==> src/rtl/mux_scan_n.sv <==
// N-channel registered mux with manual select or round-robin auto-scan over a channel mask.
// Define MUX_SCAN_PARITY_EN to add an even-parity output registered with the data.
module mux_scan_n #(
    parameter int WIDTH  = 8,
    parameter int NUM_CH = 8,
    localparam int SEL_W = $clog2(NUM_CH)
) (
    input  logic                    clk,
    input  logic                    rst,
    input  logic [NUM_CH*WIDTH-1:0] in_data,
    input  logic                    mode,
    input  logic [SEL_W-1:0]        sel,
    input  logic [NUM_CH-1:0]       ch_mask,
    input  logic                    out_ready,
    output logic                    out_valid,
    output logic [WIDTH-1:0]        out_data,
    output logic [SEL_W-1:0]        out_ch,
`ifdef MUX_SCAN_PARITY_EN
    output logic                    out_parity,
`endif
    output logic                    sel_err
);

    localparam logic [0:0] SCAN_FIRST = 1'b0;
    localparam logic [0:0] SCAN_RUN   = 1'b1;

    logic [0:0]       st;
    logic [SEL_W-1:0] ptr;
    logic             load;
    logic             sel_bad;
    logic             hit;
    logic [SEL_W-1:0] scan_ch;
    logic [SEL_W-1:0] nxt_ch;
    logic [WIDTH-1:0] nxt_word;
    logic [WIDTH-1:0] ch_arr [NUM_CH];

    for (genvar g = 0; g < NUM_CH; g++) begin : g_unpack
        assign ch_arr[g] = in_data[g*WIDTH +: WIDTH];
    end

    // First enabled channel in wrap-around order starting at p (+1 once running).
    function automatic logic [SEL_W:0] find_next(
        input logic [NUM_CH-1:0] m,
        input logic [SEL_W-1:0]  p,
        input logic              run
    );
        int               idx;
        logic             f;
        logic [SEL_W-1:0] c;
        logic [SEL_W-1:0] ci;
        f = 1'b0;
        c = p;
        for (int k = 0; k < NUM_CH; k++) begin
            idx = int'(p) + int'(run) + k;
            if (idx >= NUM_CH) idx = idx - NUM_CH;
            ci = SEL_W'(idx);
            if (!f && m[ci]) begin
                f = 1'b1;
                c = ci;
            end
        end
        return {f, c};
    endfunction

    assign load    = !out_valid || out_ready;
    assign sel_bad = {1'b0, sel} >= (SEL_W+1)'(NUM_CH);
    assign {hit, scan_ch} = find_next(ch_mask, ptr, st == SCAN_RUN);
    assign nxt_ch   = mode ? scan_ch : sel;
    assign nxt_word = ch_arr[nxt_ch];

    always_ff @(posedge clk) begin
        if (rst) begin
            out_valid  <= 1'b0;
            out_data   <= '0;
            out_ch     <= '0;
            sel_err    <= 1'b0;
            ptr        <= '0;
            st         <= SCAN_FIRST;
`ifdef MUX_SCAN_PARITY_EN
            out_parity <= 1'b0;
`endif
        end else begin
            sel_err <= 1'b0;
            if (load) begin
                if (!mode) begin
                    // Manual loads park the scanner so re-entry is inclusive of ptr.
                    st <= SCAN_FIRST;
                    if (sel_bad) begin
                        out_valid <= 1'b0;
                        sel_err   <= 1'b1;
                    end else begin
                        out_valid <= 1'b1;
                        out_data  <= nxt_word;
                        out_ch    <= nxt_ch;
`ifdef MUX_SCAN_PARITY_EN
                        out_parity <= ^nxt_word;
`endif
                    end
                end else if (hit) begin
                    out_valid <= 1'b1;
                    out_data  <= nxt_word;
                    out_ch    <= nxt_ch;
                    ptr       <= scan_ch;
                    st        <= SCAN_RUN;
`ifdef MUX_SCAN_PARITY_EN
                    out_parity <= ^nxt_word;
`endif
                end else begin
                    out_valid <= 1'b0;
                end
            end
        end
    end

endmodule

==> config.mk <==
export PLATFORM = sky130hd
export DESIGN_NAME = mux_scan_n
export DESIGN_NICKNAME = d
export VERILOG_FILES = /design/src/rtl/mux_scan_n.sv
export SDC_FILE = /design/constraint.sdc
export NUM_CORES = 1
export LEC_CHECK = 0
export CORE_MARGIN = 10
export CORE_UTILIZATION = 50
export DETAILED_ROUTE_END_ITERATION = 8
export PLACE_DENSITY = 0.91
export SLEW_MARGIN = 10
export SYNTH_ARGS = -nofsm -noshare
export SYNTH_HDL_FRONTEND = slang
export SYNTH_SLANG_ARGS = --single-unit
==> constraint.sdc <==
create_clock -name clk -period 10.65 [get_ports clk]
set_clock_uncertainty 0.1 [all_clocks]
set_input_delay 2.6625 -clock clk [delete_from_list [all_inputs] [get_ports clk]]
set_output_delay 2.6625 -clock clk [all_outputs]
set_load 0.01 [all_outputs]
# ---- Yosys cells after proc, flatten, opt, wreduce, memory -nomap -nowiden
# Index checks and enable logic that the tools add are counted.
dict set report totals {
  reg_bits 16
  output_inout_bits 13
}
dict set report op_classes {
  add_sub_neg 16
  n_lt_le_gt_ge 17
  eq_ne 1
  mux 52
  bitwise 1
  reduce_logical 18
}
# op n
set ops {}
lappend ops {{2-to-1 mux 3 bit} 19}
lappend ops {{>= comparator 5 x 4 -> 1 bit (second input constant)} 7}
lappend ops {{< comparator 3 x 4 -> 1 bit (second input constant)} 8}
lappend ops {{2-to-1 mux 8 bit} 4}
lappend ops {{binary-select mux 1 bit (select 3 bit)} 8}
lappend ops {{binary-select mux 8 bit (select 3 bit)} 1}
lappend ops {{subtractor 3 x 1 -> 3 bit (second input constant)} 8}
lappend ops {{adder 4 x 3 -> 5 bit (second input constant)} 4}
lappend ops {{2-to-1 mux 1 bit} 20}
lappend ops {{adder 4 x 2 -> 5 bit (second input constant)} 2}
lappend ops {{>= comparator 4 bit (second input constant)} 2}
lappend ops {{logical NOT 1 bit} 8}
lappend ops {{logical AND 1 bit} 7}
lappend ops {{adder 4 x 1 -> 5 bit (second input constant)} 1}
lappend ops {{adder 3 x 1 -> 4 bit} 1}
lappend ops {{inverter 3 -> 4 bit} 1}
lappend ops {{AND reduction 3 bit} 1}
lappend ops {{!= test 2 x 1 -> 1 bit (second input constant)} 1}
lappend ops {{AND reduction 2 bit} 1}
lappend ops {{logical OR 1 bit} 1}

# ---- Depth between registers and ports, before layout
# Gate-level depths: netlist of the first run.
dict set report depth {
  ltp_word 34
  depth_mapped 19
  mapped_depth_nobuf 14
}

# ---- Worst setup path before layout of the first run
# No wires, ideal clock.
dict set report synth_path {
  path_kind {in2reg}
  startpoint {in ch_mask[2]}
  endpoint {reg out_data[3]}
  setup_ns 0.120
  arrival_ns 5.467
  path_slack_ns 4.964
  path_stages 13
  n_path_buf 3
  path_cell_list {mux4_2 mux2_4 or2_1 buf_6 a21oi_2 o21ai_1 a2111o_1 buf_6 nand2_8 buf_2 mux2i_1 mux2i_1 a211o_1}
}
dict set report synth_between {
  elab_chain_len 31
  elab_cells_between_ends 55
}
# element line_no
set synth_rtl {}
lappend synth_rtl {{start, declared} 13} ;# input logic [NUM_CH-1:0] ch_mask,
lappend synth_rtl {{binary-select mux 1 bit (select 3 bit)} 57} ;# if (!f && m[ci]) begin
lappend synth_rtl {{2-to-1 mux 1 bit (not written as such)} 57}
lappend synth_rtl {{2-to-1 mux 1 bit} 57}
lappend synth_rtl {{logical NOT 1 bit} 57}
lappend synth_rtl {{logical AND 1 bit} 57}
lappend synth_rtl {{2-to-1 mux 1 bit} 57}
lappend synth_rtl {{logical NOT 1 bit} 57}
lappend synth_rtl {{logical AND 1 bit} 57}
lappend synth_rtl {{[... 14 more ...]} --}
lappend synth_rtl {{logical AND 1 bit} 57}
lappend synth_rtl {{2-to-1 mux 3 bit} 57}
lappend synth_rtl {{2-to-1 mux 3 bit} 68} ;# assign nxt_ch = mode ? scan_ch : sel;
lappend synth_rtl {{inverter 3 -> 4 bit (not written as such)} 69} ;# assign nxt_word = ch_arr[nxt_ch];
lappend synth_rtl {{binary-select mux 8 bit (select 3 bit)} 69}
lappend synth_rtl {{2-to-1 mux 8 bit (not written as such) (2 in a row)} 69}
lappend synth_rtl {{2-to-1 mux 8 bit} 99} ;# end else if (hit) begin
lappend synth_rtl {{2-to-1 mux 8 bit} 85} ;# if (!mode) begin
lappend synth_rtl {{end signal, assigned} 93} ;# out_data <= nxt_word;
lappend synth_rtl {{end signal, assigned} 101} ;# out_data <= nxt_word;
lappend synth_rtl {{end, declared} 16} ;# output logic [WIDTH-1:0] out_data,
# Parallel ways exist; a longest one is shown, timed or not. The select of a mux whose other input is x is not followed.
# A chain may end at the register's enable or synchronous reset.

# ---- Worst setup path after layout of the first run
dict set report layout_path {
  startpoint {in ch_mask[7]}
  endpoint {reg out_data[5]}
}
# The elaborated chain is that of the path after synthesis.

==> impl_metrics.yaml, run 1 <==
setup_path:
  cpPeakStageDelay_ps: 930
  worstSetupPathType: "input pin to flip-flop"
  cp_data_required_time_ps: 10750
  crit_path_top_delay_cell: "nor2_2"
  endpoint_kind: "flip-flop"
  cp_max_fo: 24
  crit_path_start_kind: "input pin"
  path_common_cell: "nor3_1"
  path_cells: "clkdlybuf4s50_1 -> mux4_2 -> nor4_1 -> nor4_2 -> nor3_1 -> nor3_1 -> o311ai_2 -> nor2_2 -> a221oi_1 -> a2111oi_1 -> a211o_1"
  critPathArrivalTime_ps: 6970
power:
  combPwrFrac_pct: 77.0
  power.net_switching_uw: 290
  peakVddDrop_uv: 106
  power_uw: 609
  p_int_uw: 319
  p_per_area_nw_per_um2: 175
  pwr-share-seq_pct: 14.0
  leakage_nw: 1.35
  p_clk_share_pct: 9.0
  switching_share_pct: 47.7
yosys:
  yosysWarnings: 0
  synth_top_area_cell: "mux2i_1"
  synthCells: 295
  async_reset_ff_share_pct: 0
  synth_nets: 378
  synth_edf_count: 0
  yosysUniqueCellTypes: 61
  synth.yosys.seq_area_share_pct: 12.2
  avgSynthCellArea_um2: 8.93
  synth_area_leaders: "mux2i_1 (14%), dfxtp_1 (12%), mux4_2 (8.5%)"
  synth-seq-cells: 16
  synth_area_um2: 2640
  yosysTopAreaCellShare_pct: 14.4
  ys.flop_type: "dfxtp_1"
floorplan:
  initial_utilization_pct: 51.6
  dieHeight_um: 92.6
  die_x_um: 92.6
  die_area_um2: 8570
  design.core.area_um2: 5110
  ios: 92
  rows: 26
route:
  first_pass_iters: 6
  ant_nets: 0
  drt_iter0_drc: 258
  wl_per_cell_um: 20.4
  routed_wl_mm: 8.86
  drc: 0
  viasPerCell: 6.48
  route.vias.total: 2813
cts:
  clock-sinks: 16
  cts_resized: 0
  cts-root-buf: "clkbuf_8"
  cts-buffers-inserted: 3
  worstSkewPairLatency_ps: 250
  hold_buffers: 0
  post_cts_buffers: 0
  cts_tree: "yes"
  cts.path.max_buffers: 2
  clk_pin_slew_ps: 70
  cts-htree-levels: 1
min_path:
  min_path_type: "flip-flop to flip-flop"
sta:
  min_period_over_period_pct: 64.5
  hold_viol_final: 0
  setup_viol: 0
  slew_violations: 0
  tns_ps: 0
  period_needed_ps: 6870
  maxSlewHeadroom_pct: 20.3
  grt_setup_unrepaired: "no"
  tightest_slew_ps: 1190
  fmax_mhz: 146
  fin_ws_ps: 3780
global_route:
  grt_use_total_pct: 19.5
  antenna_found_initial: 0
  overflow: 0
  grt_max_degree: 34
  grt_pass1_wl_mm: 14.0
  grt_pass1_vias: 2678
flow_run:
  drv_cap: 0
place:
  io_buffers: 90
  gp_routability_congestion: 0.957
  dp_hpwl_mm: 6.92
  post-place-ws_ps: 3760
final_layout:
  area_delta_synth_final_pct: 32.1
  num-fill-cells: 406
  final_nets: 448
  drive_gt1_share_pct: 9.34
  regArea_um2: 320
  final_util_pct: 68.2
  multi_input_area_um2: 2080
  num_antenna_cells: 0
outcome:
  status: "finished, final reports clean"
-- synthesized netlist by cell type (2+ instances only) --
library cell / number
and2_1: 13
nor4_2: 3
a211oi_1: 11
inv_1: 6
nor3_1: 6
buf_12: 2
nor4_1: 9
a221oi_1: 9
buf_2: 6
nor2_1: 27
a31oi_1: 3
o41ai_1: 4
or4_1: 3
mux4_2: 10
nand2b_1: 7
nand3_1: 2
o21bai_1: 8
o21ai_0: 6
o21a_1: 3
a211o_1: 9
xnor3_1: 3
nand2_1: 11
a221oi_2: 3
mux2i_1: 38
dfxtp_1: 16
a21oi_1: 10
mux2_2: 3
buf_4: 4
o21ai_1: 3
buf_6: 7
a2111oi_1: 7
clkbuf_1: 6
nor2b_1: 2
o221ai_1: 4
or2_1: 2
ha_1: 4
-- per-stage QoR --
stage / cell area (um^2) / hold WS, ps / instances
CTS: 3480 / 378 / 434
global route: 3480 / 424 / 434
global placement: 3430 / 351 / 430
finish: 3480 / 369 / 434
detailed placement: 3430 / 360 / 430
floorplan: 2640 / 364 / 295
-- path summary, 6_finish.rpt --
kind	start	to	slack, ps	depth (start not counted)
hold / removal	out_ch[1]	out_ch[1]	370	2
hold reg to reg	out_ch[1]	out_ch[1]	370	2
setup reg to reg	ptr[0]	out_data[5]	4740	14
setup / recovery	ch_mask[7]	out_data[5]	3780	11
-- per-layer routing --
| layer | track usage (%) | share of wire, % | vias up | wire length [um] |
|---|---|---|---|---|
| met2 | 34.0 | 50 | 116 | 4410 |
| met4 | 4.37 | 2.4 | 0 | 212 |
| met5 | 0 | 0 | - | 0 |
| met3 | 2.99 | 5.4 | 14 | 479 |
| met1 | 24.6 | 42 | 1372 | 3760 |
| li1 | - | - | 1311 | - |
-- layout by cell type, fill, tap and decap left out, types with 4 or more instances in the layout --
cell / netlist / routed
clkdlybuf4s50_1: 0 / 90
mux2i_1: 38 / 38
nor2_1: 27 / 27
dfxtp_1: 16 / 16
and2_1: 13 / 13
nand2_1: 11 / 11
a211oi_1: 11 / 11
mux4_2: 10 / 10
a21oi_1: 10 / 10
nor4_1: 9 / 9
a211o_1: 9 / 9
a221oi_1: 9 / 9
o21bai_1: 8 / 8
nand2b_1: 7 / 7
a2111oi_1: 7 / 7
inv_1: 6 / 6
o21ai_0: 6 / 6
nor3_1: 6 / 6
o41ai_1: 4 / 4
o221ai_1: 4 / 4
ha_1: 4 / 4
clkbuf_8: 0 / 4
-- power groups by stage --
stage / combinational, mW / sequential, mW / clock, mW
after CTS: 0.462 / 0.0847 / 0.0555
after global routing: 0.503 / 0.0867 / 0.0580
after global placement: 0.453 / 0.0852 / 0
final: 0.469 / 0.0852 / 0.0548
after detailed placement: 0.459 / 0.0852 / 0
after floorplan: 0.367 / 0.0888 / 0
-- state kept, by name (all words and copies together), names as in the netlist --
register,count
ptr,3
out_valid,1
out_data,8
out_ch,3
st,1
-- critical path: cells and delay by family --
family                 cells  cell delay [ps]
buffers and inverters      1              520
muxes                      1              430
and+or+nand+nor            5             2280
AOI/OAI and AO/OA          4             1070
-- layout make-up --
cell class              instances  area share [%]
inverters                       7           0.755
well taps                      70            2.52
multi-input cells             246            59.8
flip-flops and latches         16            9.20
repair buffers                 91            26.1
clock buffers                   4            1.58
-- cells by family (layout without fill, tap and decap cells) --
family | Yosys count | in the layout | share of synthesized area [%]
and+or+nand+nor | 92 | 92 | 20.2
other | 1 | 1 | 0.142
xor gates and xnor gates | 5 | 5 | 3.80
muxes | 52 | 52 | 24.8
DFF | 16 | 16 | 12.2
buffers and inverters | 33 | 102 | 8.78
AOI/OAI and AO/OA | 92 | 92 | 28.2
adders and majority gates | 4 | 4 | 1.90
Power figures use the tool's default switching activity.
==> run 2, diff against run 1 <==
CORE_UTILIZATION = 47   (was 50)
PLACE_DENSITY = 0.87   (was 0.91)
clock period = 6.71 ns   (was 10.65 ns; I/O delays follow)
==> run 2 against run 1 <==
Effect of this change:
- first-iteration DRC count is 28% higher
- utilization is 4.4 points lower
- final cell count is 0.69% higher
- routed wire length is 5.5% higher
- worst hold slack better by 6.0 ps
- sequential share of layout area hardly changed
- register-to-register slack worse by 3700 ps
- critical path type unchanged
- via count is 0.14% higher
- clock-buffer cell count stayed put
==> impl_metrics.yaml, run 2 (synthesis gave the netlist of run 1 again) <==
outcome:
  status: "finished, final reports clean"
final_layout:
  final_util_pct: 63.8
  fin_cells: 437
  regArea_um2: 320
  num_antenna_cells: 0
  area_delta_synth_final_pct: 32.5
  stdcell_area_um2: 3490
  largest_register: "out_data"
  drive_gt1_share_pct: 9.59
  final_cell_mix: "clkdlybuf4s50_1 (90), mux2i_1 (38), nor2_1 (27)"
  final_common_cell: "clkdlybuf4s50_1"
  final_nets: 449
  multi_input_area_um2: 2080
  num-fill-cells: 485
  largestRegisters: "out_data x8, out_ch x3, ptr x3"
  largest_reg_flops: 8
sta:
  setup_viol: 0
  tightest_slew_ps: 1140
  tns_ps: 0
  min_period_over_period_pct: 85.5
  hold_viol_final: 0
  fin_ws_ps: 972
  maxSlewHeadroom_pct: 24.2
  period_needed_ps: 5740
  grt_setup_unrepaired: "no"
  fin_hold_ws_ps: 375
  fmax_mhz: 174
  slew_violations: 0
cts:
  cts-htree-levels: 1
  cts_tree: "yes"
  clk_pin_slew_ps: 70
  cts-root-buf: "clkbuf_8"
  post_cts_buffers: 0
  cts_resized: 0
  worstSkewPairLatency_ps: 260
  hold_buffers: 0
  clock-sinks: 16
  cts.path.max_buffers: 2
  cts-buffers-inserted: 3
route:
  routed_wl_mm: 9.34
  drt_iter0_drc: 331
  first_pass_iters: 5
  viasPerCell: 6.45
  wl_per_cell_um: 21.4
  drc: 0
  ant_nets: 0
  route.vias.total: 2817
global_route:
  antenna_found_initial: 0
  grt_pass1_wl_mm: 14.4
  overflow: 0
  grt_max_degree: 34
  grt_pass1_vias: 2657
  grt_use_total_pct: 19.8
setup_path:
  crit_path_start_kind: "input pin"
  path_cells: "clkdlybuf4s50_1 -> mux4_2 -> nor4_1 -> nor4_2 -> nor4_2 -> a22oi_1 -> o311ai_2 -> nor2_2 -> a221oi_1 -> a2111oi_1 -> a211o_1"
  cpPeakStageDelay_ps: 890
  critPathArrivalTime_ps: 5850
  worstSetupPathType: "input pin to flip-flop"
  path_common_cell: "nor4_2"
  cp_data_required_time_ps: 6820
  endpoint_kind: "flip-flop"
  cp_max_fo: 24
  crit_path_top_delay_cell: "nor2_2"
place:
  gp_routability_congestion: 0.979
  dp_cells: 433
  dpl-instance-area_um2: 3440
  post-place-ws_ps: 809
  dp_hpwl_mm: 7.32
  io_buffers: 90
power:
  peakVddDrop_uv: 167
  leakage_nw: 1.35
  power_uw: 973
  p_per_area_nw_per_um2: 279
floorplan:
  design.core.area_um2: 5470
  rows: 27
  dieHeight_um: 94.9
  ios: 92
  initial_utilization_pct: 48.1
  die_x_um: 94.9
  die_area_um2: 9000
min_path:
  min_path_type: "flip-flop to flip-flop"
flow_run:
  drv_cap: 0
run 2: worst paths after layout:
| kind | cells after the start | to | start | slack (ps) |
|---|---|---|---|---|
| setup / recovery | 11 | out_data[6] | ch_mask[7] | 970 |
| hold / removal | 2 | out_ch[1] | out_ch[1] | 380 |
| hold reg to reg | 2 | out_ch[1] | out_ch[1] | 380 |
| setup reg to reg | 12 | out_data[6] | ptr[0] | 1050 |
run 2: metal layers:
metal,part of all wire (%),global-route usage (%),wire length [um],vias up
li1,-,-,-,1315
met2,49,31.4,4610,126
met5,0,0,0,-
met3,7.4,3.25,689,15
met1,41,27.0,3870,1361
met4,1.9,5.36,176,0
run 2: report_power, final:
part | total [mW] | internal, mW | switching [mW]
Clock | 0.0905 | 0.0523 | 0.0382
Sequential | 0.134 | 0.118 | 0.0160
Combinational | 0.748 | 0.336 | 0.412
run 2: worst max-delay path, delay by kind of cell:
| kind | cells | cell delay, ps |
|---|---|---|
| compound gates | 5 | 1230 |
| buf+inv | 1 | 520 |
| mux | 1 | 430 |
| simple gates | 4 | 1990 |
run 2: area by class of cell:
class	instances	share of cell area (%)
Clock buffer	4	1.58
Inverter	7	0.753
Multi-Input combinational cell	246	59.7
Sequential cell	16	9.18
Tap cell	72	2.58
Timing Repair Buffer	92	26.2
